<file path="src/rtl/mem_port_arbiter.sv">
// mem_port_arbiter
// Shares one single-ported memory between the instruction-fetch requester and
// the data-access requester. One transaction is in flight at a time. Data wins
// arbitration by default, but fetch is forced through after MAX_DATA_STREAK
// consecutive data grants taken while a fetch was waiting. A fetch redirect
// (i_flush) lets the in-flight fetch finish on the memory side but suppresses
// its ready pulse.
module mem_port_arbiter #(
   parameter int ADDR_WIDTH      = 32,
   parameter int DATA_WIDTH      = 32,
   parameter int MAX_DATA_STREAK = 4
) (
   input  logic                      clk,
   input  logic                      rst,
   // instruction-fetch requester
   input  logic                      i_req,
   input  logic [ADDR_WIDTH-1:0]     i_addr,
   input  logic                      i_flush,
   output logic                      i_ready,
   output logic [DATA_WIDTH-1:0]     i_rdata,
   // data-access requester
   input  logic                      d_req,
   input  logic                      d_we,
   input  logic [ADDR_WIDTH-1:0]     d_addr,
   input  logic [DATA_WIDTH-1:0]     d_wdata,
   input  logic [DATA_WIDTH/8-1:0]   d_be,
   output logic                      d_ready,
   output logic [DATA_WIDTH-1:0]     d_rdata,
   // memory side
   output logic                      mem_req,
   output logic                      mem_we,
   output logic [ADDR_WIDTH-1:0]     mem_addr,
   output logic [DATA_WIDTH-1:0]     mem_wdata,
   output logic [DATA_WIDTH/8-1:0]   mem_be,
   input  logic [DATA_WIDTH-1:0]     mem_rdata,
   input  logic                      mem_ack
);

   localparam int         BE_WIDTH     = DATA_WIDTH / 8;
   localparam logic [3:0] STREAK_LIMIT = 4'(MAX_DATA_STREAK);

   typedef enum logic [1:0] {IDLE, I_BUSY, D_BUSY, RESP} state_t;

   state_t                  state_q;
   logic [3:0]              streak_q;
   logic                    drop_q;
   logic                    mem_req_q;
   logic                    mem_we_q;
   logic [ADDR_WIDTH-1:0]   mem_addr_q;
   logic [DATA_WIDTH-1:0]   mem_wdata_q;
   logic [BE_WIDTH-1:0]     mem_be_q;
   logic                    i_ready_q;
   logic                    d_ready_q;
   logic [DATA_WIDTH-1:0]   i_rdata_q;
   logic [DATA_WIDTH-1:0]   d_rdata_q;
   logic                    fetch_win;

   // Fetch wins when no data access is waiting, or data has used up its streak.
   assign fetch_win = i_req && (!d_req || (streak_q == STREAK_LIMIT));

   // Transaction sequencer: arbitration, memory handshake and ready pulses.
   // The ready pulse is registered on the ack edge so it is high exactly
   // during the RESP cycle.
   always_ff @(posedge clk or negedge rst) begin
      if (!rst) begin
         state_q     <= IDLE;
         streak_q    <= 4'd0;
         drop_q      <= 1'b0;
         mem_req_q   <= 1'b0;
         mem_we_q    <= 1'b0;
         mem_addr_q  <= '0;
         mem_wdata_q <= '0;
         mem_be_q    <= '0;
         i_ready_q   <= 1'b0;
         d_ready_q   <= 1'b0;
         i_rdata_q   <= '0;
         d_rdata_q   <= '0;
      end else begin
         i_ready_q <= 1'b0;
         d_ready_q <= 1'b0;
         case (state_q)
            IDLE: begin
               drop_q <= 1'b0;
               if (fetch_win) begin
                  mem_req_q  <= 1'b1;
                  mem_we_q   <= 1'b0;
                  mem_addr_q <= i_addr;
                  mem_be_q   <= '1;
                  streak_q   <= 4'd0;
                  state_q    <= I_BUSY;
               end else if (d_req) begin
                  mem_req_q   <= 1'b1;
                  mem_we_q    <= d_we;
                  mem_addr_q  <= d_addr;
                  mem_wdata_q <= d_wdata;
                  mem_be_q    <= d_be;
                  // only data grants that keep a fetch waiting count
                  if (!i_req) begin
                     streak_q <= 4'd0;
                  end else if (streak_q != STREAK_LIMIT) begin
                     streak_q <= streak_q + 4'd1;
                  end
                  state_q <= D_BUSY;
               end else begin
                  streak_q <= 4'd0;
               end
            end
            I_BUSY: begin
               if (i_flush) begin
                  drop_q <= 1'b1;
               end
               if (mem_ack) begin
                  mem_req_q <= 1'b0;
                  i_rdata_q <= mem_rdata;
                  // a flush arriving with the ack still cancels the pulse
                  i_ready_q <= !(drop_q || i_flush);
                  state_q   <= RESP;
               end
            end
            D_BUSY: begin
               if (mem_ack) begin
                  mem_req_q <= 1'b0;
                  if (!mem_we_q) begin
                     d_rdata_q <= mem_rdata;
                  end
                  d_ready_q <= 1'b1;
                  state_q   <= RESP;
               end
            end
            RESP: begin
               // the pulse for this cycle was decided on the ack edge
               drop_q  <= 1'b0;
               state_q <= IDLE;
            end
            default: begin
               state_q <= IDLE;
            end
         endcase
      end
   end

   assign mem_req   = mem_req_q;
   assign mem_we    = mem_we_q;
   assign mem_addr  = mem_addr_q;
   assign mem_wdata = mem_wdata_q;
   assign mem_be    = mem_be_q;
   assign i_ready   = i_ready_q;
   assign d_ready   = d_ready_q;
   assign i_rdata   = i_rdata_q;
   assign d_rdata   = d_rdata_q;

endmodule

</file>
<file path="config.mk">
export PLATFORM = sky130hd
export DESIGN_NAME = mem_port_arbiter
export DESIGN_NICKNAME = d
export VERILOG_FILES = /design/src/rtl/mem_port_arbiter.sv
export SDC_FILE = /design/constraint.sdc
export NUM_CORES = 1
export LEC_CHECK = 0
export CAP_MARGIN = 20
export CORE_MARGIN = 2
export CORE_UTILIZATION = 39
export CTS_CLUSTER_DIAMETER = 200
export DETAILED_ROUTE_END_ITERATION = 12
export GPL_TIMING_DRIVEN = 0
export PLACE_DENSITY_LB_ADDON = 0.1
export SYNTH_ARGS = -nofsm -noshare
export SYNTH_HDL_FRONTEND = slang
export SYNTH_SLANG_ARGS = --single-unit
</file>
<file path="constraint.sdc">
create_clock -name clk -period 2.5 [get_ports clk]
set_input_delay 0.25 -clock clk [delete_from_list [all_inputs] [get_ports clk]]
set_output_delay 0.25 -clock clk [all_outputs]
set_load 0.005 [all_outputs]
</file>
## Yosys cells after proc, flatten, opt, wreduce, memory -nomap -nowiden

Cells that the tools add are included.

| word-level totals | value |
|---|---|
| logic and storage cells | 67 |
| register bits | 143 |
| output and inout port bits | 136 |
| input port bits | 139 |

| cells by class | value |
|---|---|
| reductions and logical operators | 19 |
| bitwise logic cells | 2 |
| add/subtract/negate cells | 1 |
| equality and inequality tests | 9 |
| multiplexer cells | 24 |

Operators with widths:

| cell | number |
|---|---|
| 32-bit 2-to-1 mux | 2 |
| 4-bit 2-to-1 mux | 6 |
| 1-bit 2-to-1 mux | 10 |
| 2-bit AND reduction | 5 |
| 3-bit AND reduction | 3 |
| 2-bit 2-to-1 mux | 3 |
| 2-bit case mux with 3 select lines | 1 |
| 2-bit nonzero test | 3 |
| 4-bit by 1-bit adder with 4-bit output, second input constant | 1 |
| 2-bit == test, second input constant | 2 |
| 4-bit by 3-bit == test with 1-bit output, second input constant | 1 |
| 4-bit by 2-bit inequality test with 1-bit output, second input constant | 1 |
| 4-bit by 3-bit inequality test with 1-bit output, second input constant | 1 |
| 1-bit case mux with 2 select lines | 2 |
| 2-bit OR reduction | 2 |
| 3-bit inequality test, second input constant | 1 |
| 2-bit by 1-bit == test with 1-bit output, second input constant | 1 |
| 1-bit logical NOT | 2 |
| 2-bit logical NOT | 1 |
| 1-bit logical OR | 2 |
| 2-bit by 1-bit inequality test with 1-bit output, second input constant | 1 |
| 2-bit inequality test, second input constant | 1 |
| 1-bit NOT | 2 |
| 1-bit logical AND | 1 |

## Longest topological paths before layout

| depth | value |
|---|---|
| word-level depth | 5 |
| gate-level depth with buffers | 7 |
| depth with buffers taken out | 5 |

## Least setup slack after synthesis

No wires, ideal clock.

| timing path | value |
|---|---|
| kind | register to register |
| start | register state_q[0] |
| end | register d_rdata_q[10], in the netlist d_rdata[10] |
| setup slack | 814 ps |
| period minus slack after synthesis | 1,686 ps |
| data arrival time | 1,561 ps |
| data required time | 2,375 ps |
| stages on the path, launching flop included | 8 |
| path buffers | 2 |
| cell sequence | dfrtp_1 -> inv_1 -> ha_1 -> and2_1 -> nand2b_1 -> clkbuf_1 -> buf_2 -> mux2_2 |

| between the ends | value |
|---|---|
| word-level cells in the longest chain between the ends | 2 |

RTL lines:

| element | RTL line | text |
|---|---|---|
| from (decl) | 44 | `state_t state_q;` |
| from (signal assigned) | 66 | `state_q <= IDLE;` |
| from (signal assigned) | 90 | `state_q <= I_BUSY;` |
| from (signal assigned) | 103 | `state_q <= D_BUSY;` |
| 2-bit == test | 81 | `case (state_q)` |
| 3-bit AND reduction (no source line) | n/a |  |
| to (signal assigned) | 124 | `d_rdata_q <= mem_rdata;` |
| to (decl) | 55 | `logic [DATA_WIDTH-1:0] d_rdata_q;` |

Every way passes these cells.
A chain may end at the register's enable or synchronous reset.

## Final worst setup path

| timing path | value |
|---|---|
| start | register state_q[0] |
| end | register mem_addr_q[18], in the netlist mem_addr[18] |

| between the ends | value |
|---|---|
| word-level cells in the longest chain between the ends | 2 |

RTL lines:

| element | RTL line | text |
|---|---|---|
| 2-bit logical NOT | 81 |  |
| 2-bit AND reduction (no source line) | n/a |  |
| to (signal assigned) | 87 | `mem_addr_q <= i_addr;` |
| to (signal assigned) | 94 | `mem_addr_q <= d_addr;` |
| to (decl) | 49 | `logic [ADDR_WIDTH-1:0] mem_addr_q;` |

Every way passes these cells.

==> run metrics <==
status complete, no violations; die height between 100 and 150 um; maximum number of pins on one net before global-route repair between 80 and 90; Hold Crit Class in -> reg; die area about 17000 sq um; # Post-CTS Setup Buffers 0; signal arrival time at the worst endpoint between 2 and 2.5 ns; CTS Buf Count 17; GR Overflow Total 0; unrepaired setup endpoints after global routing false; R2R cell count 6; DRT iter0 DRCs approximately 180; Leak Pwr between 4 and 5 nW; CP endpoint mem_addr[18]$_DFFE_PN0P_; R2R setup slack about 0.42 ns; Worst-Margin Slew 0.754 ns; Placer Congestion slightly above 0.8; Worst EP required between 2 and 3 ns; synth top area cells dfrtp_1 (59%), mux2_2 (12%), mux2_4 (7.4%); residual DRC count 0; Peak supply drop between 500 and 600 uV; Synth area leader dfrtp_1; Total Power ~12 mW; die width roughly 130 um; worst setup margin 0.415 ns; Clock Tree Root clkbuf_16; # setup viols final 0; Mean Syn Cell Area approximately 13 sq um; Post-Syn Instances 469; endpoint type of the worst setup path flip-flop; Filler Cell Count around 1200; Placed Area approximately 9100 sq um; max-cap violations 0; Inst Count DP 931; DR WL/cell around 17 um; port bufs 273; Total GRT Usage between 20 and 25%; fmax between 400 and 500 MHz; share of cells above drive strength 1 about a fifth; flops & latches, synth around 140; nets@finish between 900 and 1000; clock insertion delay at the later pin of the skew report 0.42 ns; first-pass GRT wire length 25900 um; post_cts resized 0; Max-slew headroom about 50%; Syn-to-layout area delta 60.4%; crit path max fanout 10; First-pass DRT Iterations 4; Fin. Hold Viols 0; htree depth 4; setup TNS 0 ns; Min Hold Slack ~0.23 ns; Setup CP Type reg -> reg; Tmin final about 2.1 ns; Initial Util between 30% and 40%; Critical Path Start Type flip-flop; initial antenna violation count 0; clk buf depth 2; Mapped Area around 6100 sq um; Core ar. 15200 sq um; clk slew on worst S/H paths roughly 0.06 ns; IO Pins approximately 280; Slew Limit Fails 0; Detail Route Antenna Nets 0; register area share after synthesis slightly below 60%; via/cell ratio approximately 5; RR Endpoint mem_addr[18]$_DFFE_PN0P_; critical path startpoint state_q[0]$_DFFE_PN0P_; DRT Wirelength approximately 17000 um; vias in the first global route approximately 5000; fin crit share 83.4%; worst slack at placement just under 0.4 ns; Clock Sink Count roughly 140; FP Rows 45; final instance area 9720 sq um; Power Dens Cells 1240 nW/um^2; end-of-flow core utilization a little under two thirds; synth warn 0; Non-Filler Instances between 900 and 1000; Net Count, Synth a little over 600; hpwl dp between 10000 and 15000 um; RR Startpoint state_q[0]$_DFFE_PN0P_; Synth top area share between 50% and 60%; diode count 0; vias 4881; Cell variety after synth 36; Post-Route Skew between 0.005 and 0.006 ns; Hold Path Depth 3; CTS tree built
cell families after synthesis:
family / share of synthesized area, %
flops: 59.0
compound gates: 5.97
buf+inv: 3.37
fa+ha+maj: 1.45
simple gates: 10.5
mux: 19.7
routing by layer:
metal	share of wire, %	vias to the layer above	GRT usage [%]
met1	39	2370	23.5
met2	48	222	33.6
met4	2.0	0	8.06
li1	-	2261	-
met5	0	-	0
met3	11	28	8.86
timing repair:
item                                    4_1_cts  5_1_grt
hold buffers                                  1        0
endpoints found under the hold margin        79        0
endpoints found under the setup margin        0        0
where the power goes:
| group | total (mW) | leakage (nW) | switching (mW) | internal (mW) |
|---|---|---|---|---|
| sequential | 4.05 | 1.72 | 0.590 | 3.46 |
| clock | 2.80 | 0.321 | 0.956 | 1.85 |
| combinational | 5.25 | 2.02 | 1.89 | 3.36 |
flip-flops by register name (all words and copies together), names as in the netlist:
| signal | cells |
|---|---|
| d_rdata | 32 |
| i_rdata | 32 |
| mem_addr | 32 |
| mem_wdata | 32 |
| mem_be | 4 |
| streak_q | 4 |
| state_q | 2 |
| d_ready | 1 |
| drop_q | 1 |
| i_ready | 1 |
| mem_req | 1 |
| mem_we | 1 |
final cells by class:
cell class / count / area, sq um / share of cell area [%]
repair buffers: 275 / 2770 / 28.5
inverters: 8 / 30.0 / 0.309
clock inverters: 10 / 181 / 1.87
multi-input cells: 284 / 2280 / 23.4
flip-flops and latches: 143 / 3580 / 36.8
plain buffers: 34 / 174 / 1.79
well taps: 188 / 235 / 2.42
clock buffers: 22 / 474 / 4.88
placed cells by master, fill, tap and decap left out, types with 17 or more instances in the layout:
cell type	instances
clkdlybuf4s50_1	272
clkbuf_16	17
nand2_1	69
mux2_4	30
dfrtp_1	143
nand4_1	33
mux2_2	65
clkbuf_1	18
o211ai_1	33
Yosys cell counts (all sizes together):
library cell / count
o2bb2ai: 1
nand4b: 1
o21a: 1
a2bb2oi: 1
o32ai: 1
ha: 7
inv: 8
o22ai: 1
buf: 18
mux2: 96
o31ai: 2
a31oi: 1
or4: 1
and2: 1
nor2: 10
clkbuf: 16
or3: 2
o21ai: 3
nor3b: 1
nand3: 4
and3: 2
nor3: 3
nand4: 33
dfrtp: 143
o211ai: 33
and3b: 1
nand2b: 1
nor2b: 2
a21oi: 6
nand2: 69
critical path: stages (launching register included):
cell and delay [ns]:
dfrtp_1 0.41, inv_1 0.12, ha_1 0.32, clkbuf_1 0.41, clkbuf_1 0.38, nand4_1 0.20
o211ai_1 0.15
how the worst min path moves through the flow:
stage	from	to	slack, ns
finish	i_req	state_q[0]$_DFFE_PN0P_	0.23
floorplan	rst	d_rdata[0]$_DFFE_PN0P_	-0.05
CTS	i_req	state_q[0]$_DFFE_PN0P_	0.22
global placement	drop_q$_DFFE_PN0P_	i_ready$_DFF_PN0_	0.45
global route	i_req	state_q[0]$_DFFE_PN0P_	0.23
detailed placement	rst	mem_wdata[31]$_DFFE_PN0P_	0.35
No activity file was read; power rests on OpenSTA's default activity.
